$ cat config.mk
export PLATFORM = sky130hd
export DESIGN_NAME = vsplat_wb_unit
export DESIGN_NICKNAME = d
export VERILOG_FILES = /design/src/rtl/vsplat_wb_unit.sv
export SDC_FILE = /design/constraint.sdc
export NUM_CORES = 1
export LEC_CHECK = 0
export ABC_AREA = 1
export CAP_MARGIN = 20
export CORE_MARGIN = 4
export CORE_UTILIZATION = 30
export CTS_BUF_LIST = sky130_fd_sc_hd__clkbuf_4
export CTS_CLUSTER_DIAMETER = 120
export DETAILED_ROUTE_END_ITERATION = 10
export PLACE_DENSITY = 0.56
export SYNTH_ARGS = -nofsm -noshare
export SYNTH_HDL_FRONTEND = slang
export SYNTH_SLANG_ARGS = --single-unit
$ cat constraint.sdc
create_clock -name clk -period 7.15 [get_ports clk]
set_clock_uncertainty 0.2 [all_clocks]
set_input_delay 0.715 -clock clk [delete_from_list [all_inputs] [get_ports clk]]
set_output_delay 0.715 -clock clk [all_outputs]
set_load 0.005 [all_outputs]
$ cat src/rtl/vsplat_wb_unit.sv
// Scalar-broadcast writeback: expands one scalar into a 1- or 4-register vector group
// and streams it to the VRF one register per beat, zero-filling elements past vl.
`timescale 1ns/1ps
module vsplat_wb_unit #(
  parameter int unsigned VLEN_BITS = 128
) (
  input  logic                 clk,
  input  logic                 rst_n,
  input  logic                 cmd_valid,
  output logic                 cmd_ready,
  input  logic                 sew,
  input  logic                 lmul,
  input  logic [4:0]           vd_idx,
  input  logic [6:0]           vl,
  input  logic [31:0]          scalar_in,
  output logic                 rf_we,
  output logic [4:0]           rf_waddr,
  output logic [VLEN_BITS-1:0] rf_wdata,
  input  logic                 rf_ready,
  output logic                 done,
  output logic                 err
);

  typedef enum logic [1:0] {StIdle, StWrite, StDone, StErr} state_e;

  state_e               state_q;
  logic                 sew_q, lmul_q;
  logic [4:0]           vd_q;
  logic [6:0]           vl_q;
  logic [31:0]          scalar_q;
  logic [1:0]           k_q;
  logic                 cmd_ready_q, rf_we_q, done_q, err_q;
  logic [4:0]           rf_waddr_q;
  logic [VLEN_BITS-1:0] rf_wdata_q;

  // Data for register k of the group; lanes at or beyond the clamped vl are zero.
  function automatic logic [VLEN_BITS-1:0] beat_data(input logic        sew_f,
                                                     input logic        lmul_f,
                                                     input logic [6:0]  vl_f,
                                                     input logic [31:0] sc,
                                                     input logic [1:0]  k);
    logic [6:0]           vmax;
    logic [6:0]           veff;
    logic [7:0]           idx;
    logic [VLEN_BITS-1:0] d;
    case ({sew_f, lmul_f})
      2'b00:   vmax = 7'd16;
      2'b10:   vmax = 7'd4;
      2'b01:   vmax = 7'd64;
      default: vmax = 7'd16;
    endcase
    veff = (vl_f < vmax) ? vl_f : vmax;
    d    = '0;
    for (int j = 0; j < 16; j++) begin
      idx = {2'b00, k, 4'b0000} + 8'(j);
      if (!sew_f && (idx < {1'b0, veff})) d[j*8 +: 8] = sc[7:0];
    end
    for (int j = 0; j < 4; j++) begin
      idx = {4'b0000, k, 2'b00} + 8'(j);
      if (sew_f && (idx < {1'b0, veff})) d[j*32 +: 32] = sc;
    end
    return d;
  endfunction

  always_ff @(posedge clk or negedge rst_n) begin
    if (!rst_n) begin
      state_q     <= StIdle;
      sew_q       <= 1'b0;
      lmul_q      <= 1'b0;
      vd_q        <= '0;
      vl_q        <= '0;
      scalar_q    <= '0;
      k_q         <= '0;
      cmd_ready_q <= 1'b0;
      rf_we_q     <= 1'b0;
      rf_waddr_q  <= '0;
      rf_wdata_q  <= '0;
      done_q      <= 1'b0;
      err_q       <= 1'b0;
    end else begin
      done_q <= 1'b0;
      err_q  <= 1'b0;
      unique case (state_q)
        StIdle: begin
          cmd_ready_q <= 1'b1;
          if (cmd_valid && cmd_ready_q) begin
            sew_q       <= sew;
            lmul_q      <= lmul;
            vd_q        <= vd_idx;
            vl_q        <= vl;
            scalar_q    <= scalar_in;
            k_q         <= 2'd0;
            cmd_ready_q <= 1'b0;
            // A 4-register group must start on an aligned register.
            if (lmul && (vd_idx[1:0] != 2'b00)) begin
              state_q <= StErr;
              err_q   <= 1'b1;
            end else begin
              state_q    <= StWrite;
              rf_we_q    <= 1'b1;
              rf_waddr_q <= vd_idx;
              rf_wdata_q <= beat_data(sew, lmul, vl, scalar_in, 2'd0);
            end
          end
        end
        StWrite: begin
          if (rf_ready) begin
            if (k_q == (lmul_q ? 2'd3 : 2'd0)) begin
              state_q    <= StDone;
              rf_we_q    <= 1'b0;
              rf_waddr_q <= '0;
              rf_wdata_q <= '0;
              done_q     <= 1'b1;
            end else begin
              k_q        <= k_q + 2'd1;
              rf_waddr_q <= vd_q + 5'(k_q) + 5'd1;
              rf_wdata_q <= beat_data(sew_q, lmul_q, vl_q, scalar_q, k_q + 2'd1);
            end
          end
        end
        StDone, StErr: begin
          state_q     <= StIdle;
          cmd_ready_q <= 1'b1;
        end
        default: state_q <= StIdle;
      endcase
    end
  end

  assign cmd_ready = cmd_ready_q;
  assign rf_we     = rf_we_q;
  assign rf_waddr  = rf_waddr_q;
  assign rf_wdata  = rf_wdata_q;
  assign done      = done_q;
  assign err       = err_q;

endmodule

# [Yosys cells after proc, flatten, opt, wreduce, memory -nomap -nowiden]
# Index checks and enable logic that the tools add are counted.
[op_classes] reduce_logical=54 eq_ne=13 addsub=21 muxes=83 order_cmp=38
[ops] operator="2-to-1 mux 128 bit" count=4
[ops] operator="2-to-1 mux 32 bit" count=8
[ops] operator="2-to-1 mux 8 bit" count=32
[ops] operator="one-hot mux 128 bit (2 select lines)" count=1
[ops] operator="< comparator 7 bit" count=17
[ops] operator="adder 6 x 4 -> 7 bit, second input constant" count=8
[ops] operator="< comparator 4 x 7 -> 1 bit, first input constant" count=8
[ops] operator="2-to-1 mux 7 bit" count=8
[ops] operator="logical AND 1 bit" count=42
[ops] operator="adder 6 x 3 -> 7 bit, second input constant" count=4
[ops] operator="< comparator 3 x 7 -> 1 bit, first input constant" count=4
[ops] operator="one-hot mux 7 bit (2 select lines)" count=2
[ops] operator="< comparator 5 x 7 -> 1 bit" count=3
[ops] operator="2-to-1 mux 5 bit" count=4
[ops] operator="2-to-1 mux 2 bit" count=8
[ops] operator="adder 6 x 2 -> 7 bit, second input constant" count=2
[ops] operator="< comparator 1 x 7 -> 1 bit, first input constant" count=2
[ops] operator="< comparator 2 x 7 -> 1 bit, first input constant" count=2
[ops] operator="2-to-1 mux 1 bit" count=11
[ops] operator="adder 4 x 2 -> 5 bit, second input constant" count=2
[ops] operator="!= test 2 bit, second input constant" count=5
[ops] operator="one-hot mux 5 bit (2 select lines)" count=1
[ops] operator="equality test 2 bit, second input constant" count=4
[ops] operator="AND reduction 4 bit" count=2
[ops] operator="other kinds (19)" count=25
[word_totals] inputBits=50 elab_cells=222 output_inout_bits=137 reg_bits=187

# [Logic depth before layout (Yosys ltp)]
[logic_depth] depth_word=14 depth_mapped=21 ltp_nobuf=20

# [Worst setup path before layout]
# OpenSTA, ideal clock, no wires.
[synth_timing] kind="register to register" from="register sew_q" to="register rf_wdata_q[81], in the netlist rf_wdata[81]" path_buffers=1 slack_ns=4.022 arrival_ns=2.807 synth_period_minus_slack_ns=3.128 required_ns=6.829 setup_ns=0.121 path_stages_with_launch=21 path_cell_list="dfrtp_1 > inv_1 > ha_1 > inv_1 > ha_1 > inv_2 > nor2_4 > nand3_4 > nand4_1 > nand2_1 > ha_1 > o21ai_1 > nor2_4 > nor2_4 > nand2_1 > inv_2 > buf_6 > nand3_1 > nand2_1 > nand2_1 > nand2_1"
[synth_via] elab_chain_len=14 word_cells_on_any_way=18 classes_between="3 x order compare; 2 x eq/ne; 10 x mux; 3 x reduce/logical"
[synth_rtl] element="start: declaration" line_no="27" source="logic sew_q, lmul_q;"
[synth_rtl] element="start signal: assignment" line_no="87" source="sew_q <= sew;"
[synth_rtl] element="equality test 2 x 1 -> 1 bit or equality test 2 bit (tied branches)" line_no="46" source="case ({sew_f, lmul_f})"
[synth_rtl] element="one-hot mux 7 bit (2 select lines)" line_no="46"
[synth_rtl] element="2-to-1 mux 7 bit" line_no="108" source="if (k_q == (lmul_q ? 2'd3 : 2'd0)) begin"
[synth_rtl] element="2-to-1 mux 7 bit" line_no="107" source="if (rf_ready) begin"
[synth_rtl] element="2-to-1 mux 7 bit" line_no="83" source="unique case (state_q)"
[synth_rtl] element="< comparator 7 bit" line_no="52" source="veff = (vl_f < vmax) ? vl_f : vmax;"
[synth_rtl] element="2-to-1 mux 7 bit" line_no="52"
[synth_rtl] element="< comparator 7 bit" line_no="56" source="if (!sew_f && (idx < {1'b0, veff})) d[j*8 +: 8] = sc[7:0];"
[synth_rtl] element="logical AND 1 bit" line_no="56"
[synth_rtl] element="2-to-1 mux 8 bit" line_no="56"
[synth_rtl] element="2-to-1 mux 32 bit *" line_no="60" source="if (sew_f && (idx < {1'b0, veff})) d[j*32 +: 32] = sc;"
[synth_rtl] element="2-to-1 mux 128 bit *" line_no="108"
[synth_rtl] element="2-to-1 mux 128 bit *" line_no="107"
[synth_rtl] element="one-hot mux 128 bit (2 select lines) *" line_no="83"
[synth_rtl] element="end signal: assignment" line_no="102" source="rf_wdata_q <= beat_data(sew, lmul, vl, scalar_in, 2'd0);"
[synth_rtl] element="end signal: assignment" line_no="117" source="rf_wdata_q <= beat_data(sew_q, lmul_q, vl_q, scalar_q, k_q + 2'd1);"
[synth_rtl] element="end: declaration" line_no="34" source="logic [VLEN_BITS-1:0] rf_wdata_q;"
# Every way passes the cells marked *; elsewhere a longest branch is shown, timed or not. The select of a mux whose other input is x is not followed.
# A chain may end at the register's enable or synchronous reset.

# [Final worst setup path]
[layout_timing] from="register sew_q" to="register rf_wdata_q[65], in the netlist rf_wdata[65]"
# The elaborated chain is that of the path after synthesis.

==> flow_summary.ini <==
[status]
status = finished clean

[worst_setup_path]
end_kind = register
reg2reg_from = sew_q$_DFFE_PN0P_
arrival_ns = 5.17
regToRegEndpoint = rf_wdata[65]$_DFFE_PN0P_
reg2reg_slack_ns = 2.40
rr_worst_depth = 18
startpoint_type = register
criticalPathCategory = register to register
cp_data_required_time_ns = 7.57
crit_path_max_fanout = 53

[grt]
grt_usage_pct = 23.7
grt_max_degree = 97
grt_pass1_vias = 12800
antenna_found_initial = 2
overflow = 0
grt_pass1_wl_um = 83200

[min_path]
hold_class = register to register
worstHoldStart = rf_wdata[36]$_DFFE_PN0P_
hold_path_depth = 2
hold_end = rf_wdata[36]$_DFFE_PN0P_

[floorplan]
rows = 75
core_area_sq_um = 42200
io-pin-count = 187
fp.dieW_um = 215
floorplan.initialDensity_pct = 30.5
die_area_sq_um = 46400
fp.dieH_um = 215

[timing]
worstMarginPinSlew_ns = 1.05
rsz0062_at_grt = false
max-slew-margin-rel_pct = 30.1
period_needed_ns = 4.75
period_share_pct = 66.4
max_freq_mhz = 211
setup_tns_ns = 0
holdWs_ns = 0.306
hold_violations = 0
finalMaxSlewViolations = 0
setup_viol = 0

[power]
finalPower_mw = 8.49
p_leak_nw = 8.14
power-per-cell-area_nw_per_um2 = 551
ir_drop_mv = 0.455

[logic_synthesis]
yosysUniqueCellTypes = 37
yosys_most_used_dff = dfrtp_1
yosys_warnings = 0
synthCells = 1976
synthesis.nets = 2041
synth_edf_count = 0
syn_area_sq_um = 12900
synthTopCellsByCount = 721 x nand2_1, 219 x inv_1, 187 x dfrtp_1, 177 x nand3_1, 146 x nor2_1
yosysTopAreaCell = dfrtp_1
syn_area_per_cell_sq_um = 6.53
synth_area_leaders = dfrtp_1 36%, nand2_1 21%, nand3_1 6.9%
synthArstFlopShare_pct = 100
synth_top_area_share_pct = 36.3
ys_seq_elements = 187
ys_seq_area_share_pct = 36.3
synth_most_common_cell = nand2_1

[placed_design]
dp_hpwl_um = 40500
port_buffers = 186
place_congestion = 0.940
dp.cells = 2619

[clock_network]
cts-htree-levels = 4
clockBufferDepth = 2
cts-hold-fix-buffers = 1
cts-root-buf = clkbuf_4
cts_buffers = 17
path_clk_slew_ns = 0.17
cts_tree = built
cts_resized = 0
clock_sinks = 187
clkLatencyLatePin_ns = 0.71
cts_setup_buffers = 0

[flow_run]
cap_violations = 0

[final_layout]
fillCellCount = 4626
nets = 2165
final_layout_size_suffix_gt1_share_pct = 8.19
seqCellArea_sq_um = 4680
syn2layout_area_growth_pct = 19.5
final_cells = 2655
multi_input_area_sq_um = 6900

[routing]
drt_wl_total_um = 55700
via_count = 13500
firstDrtPassIters = 6
drc = 0
first_iter_violations = 1508
wire_per_inst_um = 21.0
ant_nets = 0
via_per_inst = 5.09
-- per-stage QoR --
| stage | worst slack [ns] | instance area [sq um] | utilization (%) |
|---|---|---|---|
| 6_report | 2.40 | 15400 | 36.5 |
| 5_1_grt | 2.02 | 15400 | 36.5 |
| 4_1_cts | 2.42 | 15400 | 36.5 |
| 3_5_place_dp | 1.98 | 15100 | 35.8 |
| 3_3_place_gp | 2.15 | 15100 | 35.8 |
| 2_1_floorplan | 4.02 | 12900 | - |
-- cell usage in the layout (no fill, tap or decap), types with 16 or more instances in the layout --
master           synthesis  routed
or2_2                   56      56
inv_1                  219     219
o21ai_0                133     133
nor2_1                 146     144
nand3_1                177     176
nand2_1                721     721
a21boi_1                18      18
a21boi_0                30      30
a21oi_1                 60      60
buf_4                    4      16
dfrtp_1                187     187
clkbuf_4                 0      17
clkdlybuf4s50_1          0     185
nand3_2                 22      23
o21ai_1                 19      19
-- layer usage --
| metal | vias up | part of all wire [%] | global-route usage, % |
|---|---|---|---|
| met2 | 654 | 45 | 36.7 |
| met1 | 6365 | 44 | 33.3 |
| met5 | - | 0.083 | 0.625 |
| met3 | 70 | 8.5 | 4.72 |
| met4 | 2 | 2.6 | 7.30 |
| li1 | 6431 | - | - |
-- worst max path at each step --
stage | cells past startpoint | start | slack, ns | end
after CTS | 18 | sew_q$_DFFE_PN0P_ | 2.42 | rf_wdata[65]$_DFFE_PN0P_
after detailed placement | 18 | sew | 1.98 | rf_wdata[16]$_DFFE_PN0P_
after global placement | 18 | sew | 2.15 | rf_wdata[21]$_DFFE_PN0P_
after global routing | 18 | sew_q$_DFFE_PN0P_ | 2.02 | rf_wdata[66]$_DFFE_PN0P_
after floorplan | 20 | sew_q$_DFFE_PN0P_ | 4.02 | rf_wdata[81]$_DFFE_PN0P_
final | 18 | sew_q$_DFFE_PN0P_ | 2.40 | rf_wdata[65]$_DFFE_PN0P_
-- area by class of cell --
type,instances,share of cell area (%)
inverter,229,5.59
clock buffer,17,0.828
sequential,187,30.4
multi-input combinational,1461,44.8
antenna,3,0.0487
clock inverter,15,0.999
timing repair buffer,204,13.0
tap,539,4.38
-- sequential cells by signal, summed over array words and instances (netlist names) --
signal	flops
err	1
scalar_q	32
rf_we	1
state_q	2
rf_wdata	128
rf_waddr	5
k_q	2
sew_q	1
cmd_ready	1
lmul_q	1
vl_q	7
done	1
vd_q	5
-- worst max-delay path, stage by stage (launching register included) --
cell and delay (ns):
dfrtp_1 0.43, inv_1 0.23, ha_1 0.24, inv_1 0.05, ha_1 0.33, a21oi_4 0.25, nand3_4 0.13, nor2_1 0.14
inv_1 0.05, ha_1 0.18, nand3_2 0.09, nor2_4 0.05, nor2_8 0.67, nand2_2 0.72, nand2_1 0.53, nand2_1 0.10
nand2_1 0.08, nand2_1 0.05, nand2_1 0.09
-- where the power goes --
group	switching, mW	internal (mW)	total (mW)
sequential	0.473	1.56	2.03
combinational	3.83	1.99	5.82
clock	0.448	0.187	0.635
-- cells by family (layout without fill, tap and decap cells) --
logic type | Yosys count | after routing | synth area share (%)
DFF | 187 | 187 | 36.3
AOI/OAI and AO/OA | 270 | 270 | 11.7
xor gates and xnor gates | 3 | 3 | 0.204
other | 0 | 3 | 0
adders and majority gates | 15 | 15 | 1.51
and+or+nand+nor | 1173 | 1173 | 40.0
buffers and inverters | 328 | 465 | 10.3
Power figures use the tool's default switching activity.
